$ cat src/rtl/avalon_pio_input.sv
// Avalon-MM PIO input port: synchronizes and debounces WIDTH external pins,
// then exposes the clean value, an edge-capture register and a maskable level irq.
module avalon_pio_input #(
    parameter int WIDTH           = 8,
    parameter int DEBOUNCE_CYCLES = 50000
) (
    input  logic             clk,
    input  logic             reset_n,
    input  logic [1:0]       avs_address,
    input  logic             avs_read,
    input  logic             avs_write,
    input  logic [31:0]      avs_writedata,
    output logic [31:0]      avs_readdata,
    input  logic [WIDTH-1:0] pio_in,
    output logic             irq
);

    localparam int               CNT_W    = $clog2(DEBOUNCE_CYCLES) + 1;
    localparam logic [CNT_W-1:0] CNT_LAST = CNT_W'(DEBOUNCE_CYCLES - 1);
    localparam logic [CNT_W-1:0] CNT_ONE  = CNT_W'(1);

    localparam logic [1:0] ADDR_DATA        = 2'd0;
    localparam logic [1:0] ADDR_IRQ_MASK    = 2'd1;
    localparam logic [1:0] ADDR_EDGE_CAPT   = 2'd2;
    localparam logic [1:0] ADDR_EDGE_SELECT = 2'd3;

    logic [WIDTH-1:0] sync_meta;
    logic [WIDTH-1:0] sync_out;
    logic [WIDTH-1:0] debounced;
    logic [WIDTH-1:0] debounced_d;
    logic [WIDTH-1:0] deb_next;
    logic [CNT_W-1:0] deb_cnt  [WIDTH];
    logic [CNT_W-1:0] cnt_next [WIDTH];

    logic [WIDTH-1:0] irq_mask;
    logic [WIDTH-1:0] edge_capture;
    logic [WIDTH-1:0] edge_select;
    logic [WIDTH-1:0] edge_set;
    logic [WIDTH-1:0] w1c_clear;
    logic [WIDTH-1:0] wr_bits;
    logic [31:0]      read_value;

    logic wr_mask;
    logic wr_capture;
    logic wr_select;

    // Upper writedata bits beyond WIDTH are deliberately ignored.
    logic unused_wdata;
    assign unused_wdata = ^avs_writedata;

    assign wr_bits    = avs_writedata[WIDTH-1:0];
    assign wr_mask    = avs_write && (avs_address == ADDR_IRQ_MASK);
    assign wr_capture = avs_write && (avs_address == ADDR_EDGE_CAPT);
    assign wr_select  = avs_write && (avs_address == ADDR_EDGE_SELECT);

    always_ff @(posedge clk or negedge reset_n) begin
        if (!reset_n) begin
            sync_meta <= '0;
            sync_out  <= '0;
        end else begin
            sync_meta <= pio_in;
            sync_out  <= sync_meta;
        end
    end

    // A bit flips only once its counter has seen DEBOUNCE_CYCLES mismatches in a row.
    always_comb begin
        deb_next = debounced;
        for (int i = 0; i < WIDTH; i++) begin
            cnt_next[i] = '0;
            if (sync_out[i] != debounced[i]) begin
                if (deb_cnt[i] == CNT_LAST) begin
                    deb_next[i] = sync_out[i];
                end else begin
                    cnt_next[i] = deb_cnt[i] + CNT_ONE;
                end
            end
        end
    end

    always_ff @(posedge clk or negedge reset_n) begin
        if (!reset_n) begin
            debounced   <= '0;
            debounced_d <= '0;
            for (int i = 0; i < WIDTH; i++) begin
                deb_cnt[i] <= '0;
            end
        end else begin
            debounced   <= deb_next;
            debounced_d <= debounced;
            for (int i = 0; i < WIDTH; i++) begin
                deb_cnt[i] <= cnt_next[i];
            end
        end
    end

    // EDGE_SELECT bit 0 picks rising edges, bit 1 picks falling edges.
    always_comb begin
        edge_set  = (debounced & ~debounced_d & ~edge_select) |
                    (~debounced & debounced_d & edge_select);
        w1c_clear = wr_capture ? wr_bits : '0;
    end

    always_ff @(posedge clk or negedge reset_n) begin
        if (!reset_n) begin
            irq_mask     <= '0;
            edge_select  <= '0;
            edge_capture <= '0;
            irq          <= 1'b0;
        end else begin
            if (wr_mask) begin
                irq_mask <= wr_bits;
            end
            if (wr_select) begin
                edge_select <= wr_bits;
            end
            edge_capture <= (edge_capture & ~w1c_clear) | edge_set;
            irq          <= |(edge_capture & irq_mask);
        end
    end

    always_comb begin
        read_value = '0;
        case (avs_address)
            ADDR_DATA:        read_value = 32'(debounced);
            ADDR_IRQ_MASK:    read_value = 32'(irq_mask);
            ADDR_EDGE_CAPT:   read_value = 32'(edge_capture);
            ADDR_EDGE_SELECT: read_value = 32'(edge_select);
            default:          read_value = '0;
        endcase
    end

    // Registers are sampled before this cycle's writes land, so reads see old contents.
    always_ff @(posedge clk or negedge reset_n) begin
        if (!reset_n) begin
            avs_readdata <= '0;
        end else if (avs_read) begin
            avs_readdata <= read_value;
        end
    end

endmodule

$ cat config.mk
export PLATFORM = sky130hd
export DESIGN_NAME = avalon_pio_input
export DESIGN_NICKNAME = d
export VERILOG_FILES = /design/src/rtl/avalon_pio_input.sv
export SDC_FILE = /design/constraint.sdc
export NUM_CORES = 1
export LEC_CHECK = 0
export BUFFER_PORTS_ARGS = -buffer_cell sky130_fd_sc_hd__buf_2
export CELL_PAD_IN_SITES_DETAIL_PLACEMENT = 0
export CELL_PAD_IN_SITES_GLOBAL_PLACEMENT = 2
export CORE_ASPECT_RATIO = 1.1
export CORE_MARGIN = 3
export CORE_UTILIZATION = 40
export DETAILED_ROUTE_END_ITERATION = 8
export PLACE_DENSITY_LB_ADDON = 0.1
export SLEW_MARGIN = 20
export SYNTH_ARGS = -nofsm -noshare
export SYNTH_HDL_FRONTEND = slang
export SYNTH_SLANG_ARGS = --single-unit
$ cat constraint.sdc
create_clock -name clk -period 2.2 [get_ports clk]
set_input_delay 0.22 -clock clk [delete_from_list [all_inputs] [get_ports clk]]
set_output_delay 0.22 -clock clk [all_outputs]
set_load 0.005 [all_outputs]
==> results of run 1 <==
[metal layers]
metal	vias up	track usage	share of wire	wire length [um]
met4	0	0.0353	0.016	312
li1	3211	-	-	-
met3	24	0.0267	0.038	730
met5	-	0	0	0
met2	80	0.254	0.48	9230
met1	3249	0.210	0.47	9010
[flip-flops by register name, summed over array words and instances, names as in the netlist, 8 cells and up]
| signal | flops |
|---|---|
| sync_out | 8 |
| debounced_d | 8 |
| irq_mask | 8 |
| debounced | 8 |
| edge_select | 8 |
| avs_readdata | 8 |
| edge_capture | 8 |
| deb_cnt | 136 |
| sync_meta | 8 |
[power groups by stage]
stage               logic [W]  clock network [W]  registers [W]
finish               0.000481            0.00368        0.00396
CTS                  0.000497            0.00382        0.00396
global placement     0.000455                  0        0.00402
floorplan            0.000301                  0        0.00399
global route         0.000551            0.00398        0.00398
detailed placement   0.000468                  0        0.00403
[cell type report]
class                   count  share of cell area
repair buffers             65              0.0447
well taps                 300              0.0343
inverters                  29             0.00995
multi-input cells         652               0.385
clock inverters             7             0.00812
flip-flops and latches    201               0.460
clock buffers              34              0.0582
[what timing repair did]
action | in CTS | in global routing
setup buffers | 0 | 0
hold buffers | 17 | 0
hold endpoints to repair | 77 | 0
[logic make-up (layout without fill, tap and decap cells)]
kind of cell,Yosys count,count (layout),synth area share
compound gates,28,28,0.0372
xor+xnor,124,124,0.114
simple gates,428,428,0.214
fa+ha+maj,8,8,0.0105
buf+inv,65,135,0.0406
flops,201,201,0.527
mux,40,40,0.0566
other cells,1,24,0.000393
[stage by stage]
stage	total power, W	cells
floorplan	0.00429	918
global placement	0.00448	1230
detailed placement	0.00450	1230
CTS	0.00828	1288
global route	0.00851	1288
finish	0.00812	1288
[how the worst min path moves through the flow]
stage,depth (start not counted),slack [ns],endpoint
after floorplan,0,-0.08,avs_readdata[0]
after global placement,1,0.22,deb_cnt[132]
after detailed placement,1,0.23,deb_cnt[133]
after CTS,2,0.19,avs_readdata[5]
after global routing,2,0.20,avs_readdata[0]
final,2,0.21,avs_readdata[6]
[synth_stat cells]
cell type  count  area share
a21oi_1        4      0.0021
a221o_1        4      0.0042
a22oi_1        4      0.0031
and3b_1        1     0.00092
buf_1          1     0.00039
buf_2          1     0.00052
buf_4         24       0.019
buf_6          7      0.0083
clkbuf_1       3      0.0012
conb_1         1     0.00039
dfrtp_1      201        0.53
ha_1           8       0.010
inv_1         29       0.011
mux2_2        32       0.038
mux4_2         8       0.019
nand2_1       67       0.026
nand3_1       40       0.021
nand3b_1       1     0.00079
nand4_1       43       0.028
nor2_1       173       0.068
nor3_1        40       0.021
nor4_1        36       0.024
nor4b_1        1     0.00092
o211ai_1       4      0.0031
o31ai_1        4      0.0031
o31ai_2        1      0.0013
o41ai_4        7       0.020
or3_1          9      0.0059
or4_1          6      0.0047
or4_4          7      0.0083
or4b_2         4      0.0042
xnor2_1      100       0.092
xor2_1        24       0.022
[cell usage in the layout, fill, tap and decap left out, drive strengths merged, types with 32 or more instances in the layout]
| cell type | synthesis | layout |
|---|---|---|
| dfrtp | 201 | 201 |
| nor2 | 173 | 173 |
| nand4 | 43 | 43 |
| buf | 33 | 47 |
| mux2 | 32 | 32 |
| xnor2 | 100 | 100 |
| clkbuf | 3 | 35 |
| nand2 | 67 | 67 |
| nand3 | 40 | 40 |
| nor3 | 40 | 40 |
| nor4 | 36 | 36 |
==> results.toml, run 1 <==
[clock_tree]
cts_tree = "yes"
clk_latency_ns = 0.50
numCtsBuffers = 23
clkTransAtPathRegs_ns = 0.06
root_buffer = "clkbuf_16"
cts_buffer_depth = 3
clkSinkCount = 201
cts_max_level = 1
ctsResizeCount = 0

[setup_path]
slowest_stage = "or4b_2"
cp_cell_sequence = "or4b_2 -> nor4_1 -> mux2_2"
critPathMaxStageDelay_ns = 0.71
crit_family = "simple AND/OR/NAND/NOR gates"
cp-start-kind = "flop"
path_class = "reg2reg"
cp-endpoint = "debounced[2]"
r2r-end = "debounced[2]"
crit_start = "deb_cnt[89]"
r2r_cells = 3
critPathArrivalTime_ns = 2.27
cp.required_ns = 2.57
path_depth = 3
critPathBufInv = 0
crit_fanout = 6
ff2ff_setup_slack_ns = 0.30
r2r_start = "deb_cnt[89]"
end_kind = "flop"

[status]
status = "finished, final reports clean"

[layout]
diodes = 0
nFillCells = 2157
multi_input_area_um2 = 4210
drive_gt1_frac = 0.141
area_delta_synth_final_pct = 14.6
postLayoutCoreUtil = 0.473
layout.area.seq_um2 = 5030
nets = 1026
final_design_area_no_fill_um2 = 10900

[sta]
relSlewSlack = 0.648
max_freq_mhz = 526
setup_tns_ns = 0
post-route-period-util = 0.864
rsz0062_at_grt = "no"
timing.final.max_slew_violations = 0
period_needed_ns = 1.90
fin_skew_ns = 0.0195
finalSetupViolations = 0
final.setup.worst_slack_ns = 0.300
hold_ws_ns = 0.210
worst-slew-pin-transition_ns = 0.527
hold_viol_final = 0

[route]
routedWlPerCell_um = 15.0
first_pass_iters = 4
num_vias = 6564
vias_per_cell = 5.10
drc_errors = 0
antenna_left = 0
drt-total-wl_um = 19300
drtIter0Drc = 229

[global_routing]
overflow = 0
grt_antenna_before_repair = 0
grt_pass1_wl_um = 33500
grt_max_degree = 66
grt_pass1_vias = 6735
grt_usage = 0.153

[floorplanning]
die_y_um = 168
core_area_um2 = 23100
die_w_um = 153
rows = 58
io_pins = 79
die_area_um2 = 25800
start_util = 0.412

[logic_synthesis]
syn_avg_cell_area_um2 = 10.7
ys_types = 33
synthCells = 895
yosysWarningCount = 0
yosysSeqAreaShare = 0.527
synth_area_um2 = 9540
synth-seq-cells = 201

[power_and_ir_drop]
cellPowerDensity_nw_per_um2 = 742
intPower_w = 0.00631
switchingPower_w = 0.00181
seq_power_share = 0.488
power_frac_comb = 0.059
p_leak_nw = 4.47
vdd_drop_max_uv = 520
clkPwrFrac = 0.453
power_switching_share = 0.223

[place]
place.detailed.hpwl_um = 13300
io_buffers = 30
place.gp.congestion = 0.790
dpl_worst_slack_ns = 0.279
placed_area_um2 = 10000

[min_path]
holdCritStartpoint = "avs_read"
min_path_type = "in2reg"

[flow_run]
drv_cap = 0
Note: power is estimated with default switching activity, not from simulation.
==> run 2, diff against run 1 <==
- CELL_PAD_IN_SITES_GLOBAL_PLACEMENT: 2 -> 1
- CORE_UTILIZATION: 40 -> 48
==> run 2 against run 1 <==
Core utilization grew 8.8 points. Die area shrank 16%. Fmax shrank 1.1%. Critical path depth is the same. Cell count shrank 4.3%. Clock-buffer cell count shrank 1. Via count is essentially flat. Worst hold slack lost 0.18 ns. Register-to-register slack lost 0.02 ns. Sequential power is essentially flat. Clock power shrank 6.3%. Sequential cell count is the same. Largest power group unchanged. Highest routed layer unchanged.
==> results.toml, run 2 (synthesis gave the netlist of run 1 again) <==
[status]
status = "finished, final reports clean"

[sta]
max_freq_mhz = 520
setup_tns_ns = 0
finalSetupViolations = 0
rsz0062_at_grt = "no"
relSlewSlack = 0.544
worst-slew-pin-transition_ns = 0.684
period_needed_ns = 1.92
timing.final.max_slew_violations = 0
hold_viol_final = 0
fin_skew_ns = 0.00703
post-route-period-util = 0.873

[clock_tree]
ctsResizeCount = 0
numCtsBuffers = 22
clk_latency_ns = 0.50
clkTransAtPathRegs_ns = 0.05
postCtsSetupBuffers = 0
ctsHoldBuffers = 16
cts_buffer_depth = 3
root_buffer = "clkbuf_16"
cts_tree = "yes"
clkSinkCount = 201
cts_max_level = 1

[route]
antenna_left = 0
num_vias = 6568
drtIter0Drc = 279
first_pass_iters = 4
routedWlPerCell_um = 14.8
vias_per_cell = 5.33
drt-total-wl_um = 18300
drc_errors = 0

[layout]
area_delta_synth_final_pct = 13.5
layout_common_cells = "dfrtp_1, nor2_1, xnor2_1"
largest_reg_flops = 136
drive_gt1_frac = 0.141
nets = 1024
top_register = "deb_cnt"
final_common_cell = "dfrtp_1"
postLayoutCoreUtil = 0.561

[global_routing]
grt_pass1_vias = 6715
grt_pass1_wl_um = 32100
grt_max_degree = 78
overflow = 0
grt_usage = 0.175
grt_antenna_before_repair = 1

[place]
io_buffers = 30
place.gp.congestion = 0.806
place.detailed.hpwl_um = 12500

[setup_path]
crit_fanout = 3
critPathArrivalTime_ns = 2.30
cp.required_ns = 2.57
cp-start-kind = "flop"
path_class = "reg2reg"
end_kind = "flop"
r2r_cells = 3

[power_and_ir_drop]
p_leak_nw = 4.45
vdd_drop_max_uv = 635
cellPowerDensity_nw_per_um2 = 728
finalPower_w = 0.00788

[floorplanning]
die_y_um = 154
die_w_um = 140
start_util = 0.495
die_area_um2 = 21600
rows = 53
core_area_um2 = 19300
io_pins = 79

[min_path]
min_path_type = "in2reg"
min_path_cells = 2

[flow_run]
drv_cap = 0
## run 2: cell count changes in the layout (fill, tap and decap cells not counted), sizes merged
cell / delta
clkbuf: -1
diode: +2
dlygate4sd3: -1
clkinv: -1
bufinv: -2
## run 2: final timing paths
check / startpoint / slack (ns) / to
min in group asynchronous: reset_n / 0.12 / deb_cnt[111]
min: avs_writedata[2] / 0.03 / edge_select[2]
max in group asynchronous: reset_n / 1.22 / deb_cnt[22]
max reg2reg: deb_cnt[113] / 0.28 / debounced[1]
min reg2reg: sync_meta[5] / 0.35 / sync_out[5]
max: deb_cnt[113] / 0.28 / debounced[1]
## run 2: metal layers
metal	global-route usage	vias to the layer above	wire (um)
met2	0.294	92	8900
met4	0.0461	0	372
li1	-	3207	-
met3	0.0330	25	770
met1	0.236	3244	8240
met5	0	-	0
## run 2: through the flow
| step | std cells | hold slack, ns | setup WS, ns | area, um^2 |
|---|---|---|---|---|
| 4_1_cts | 1230 | 0.000694 | 0.282 | 10800 |
| 6_report | 1232 | 0.0276 | 0.279 | 10800 |
| 2_1_floorplan | 918 | -0.0756 | 0.372 | 9630 |
| 3_5_place_dp | 1177 | 0.0506 | 0.293 | 9980 |
| 3_3_place_gp | 1177 | 0.0529 | 0.320 | 9980 |
| 5_1_grt | 1231 | 0.00407 | 0.182 | 10800 |
## run 2: final cells by class
type                    instances  area, um^2
diodes                          2        5.00
clock buffers                  33         663
clock inverters                 4        20.0
fillers                      1708        8470
inverters                      29         109
multi-input cells             652        4210
flip-flops and latches        201        5030
well taps                     247         309
repair buffers                 64         479
## run 2: power breakdown
group | internal [W] | switching [W]
Sequential | 0.00384 | 0.000117
Clock | 0.00206 | 0.00138
Combinational | 0.000233 | 0.000247
## run 2: critical path, stage by stage (launching register included)
cell and delay (ns):
dfrtp_1 0.41, or4b_2 0.74, nor4_1 0.29, mux2_2 0.38
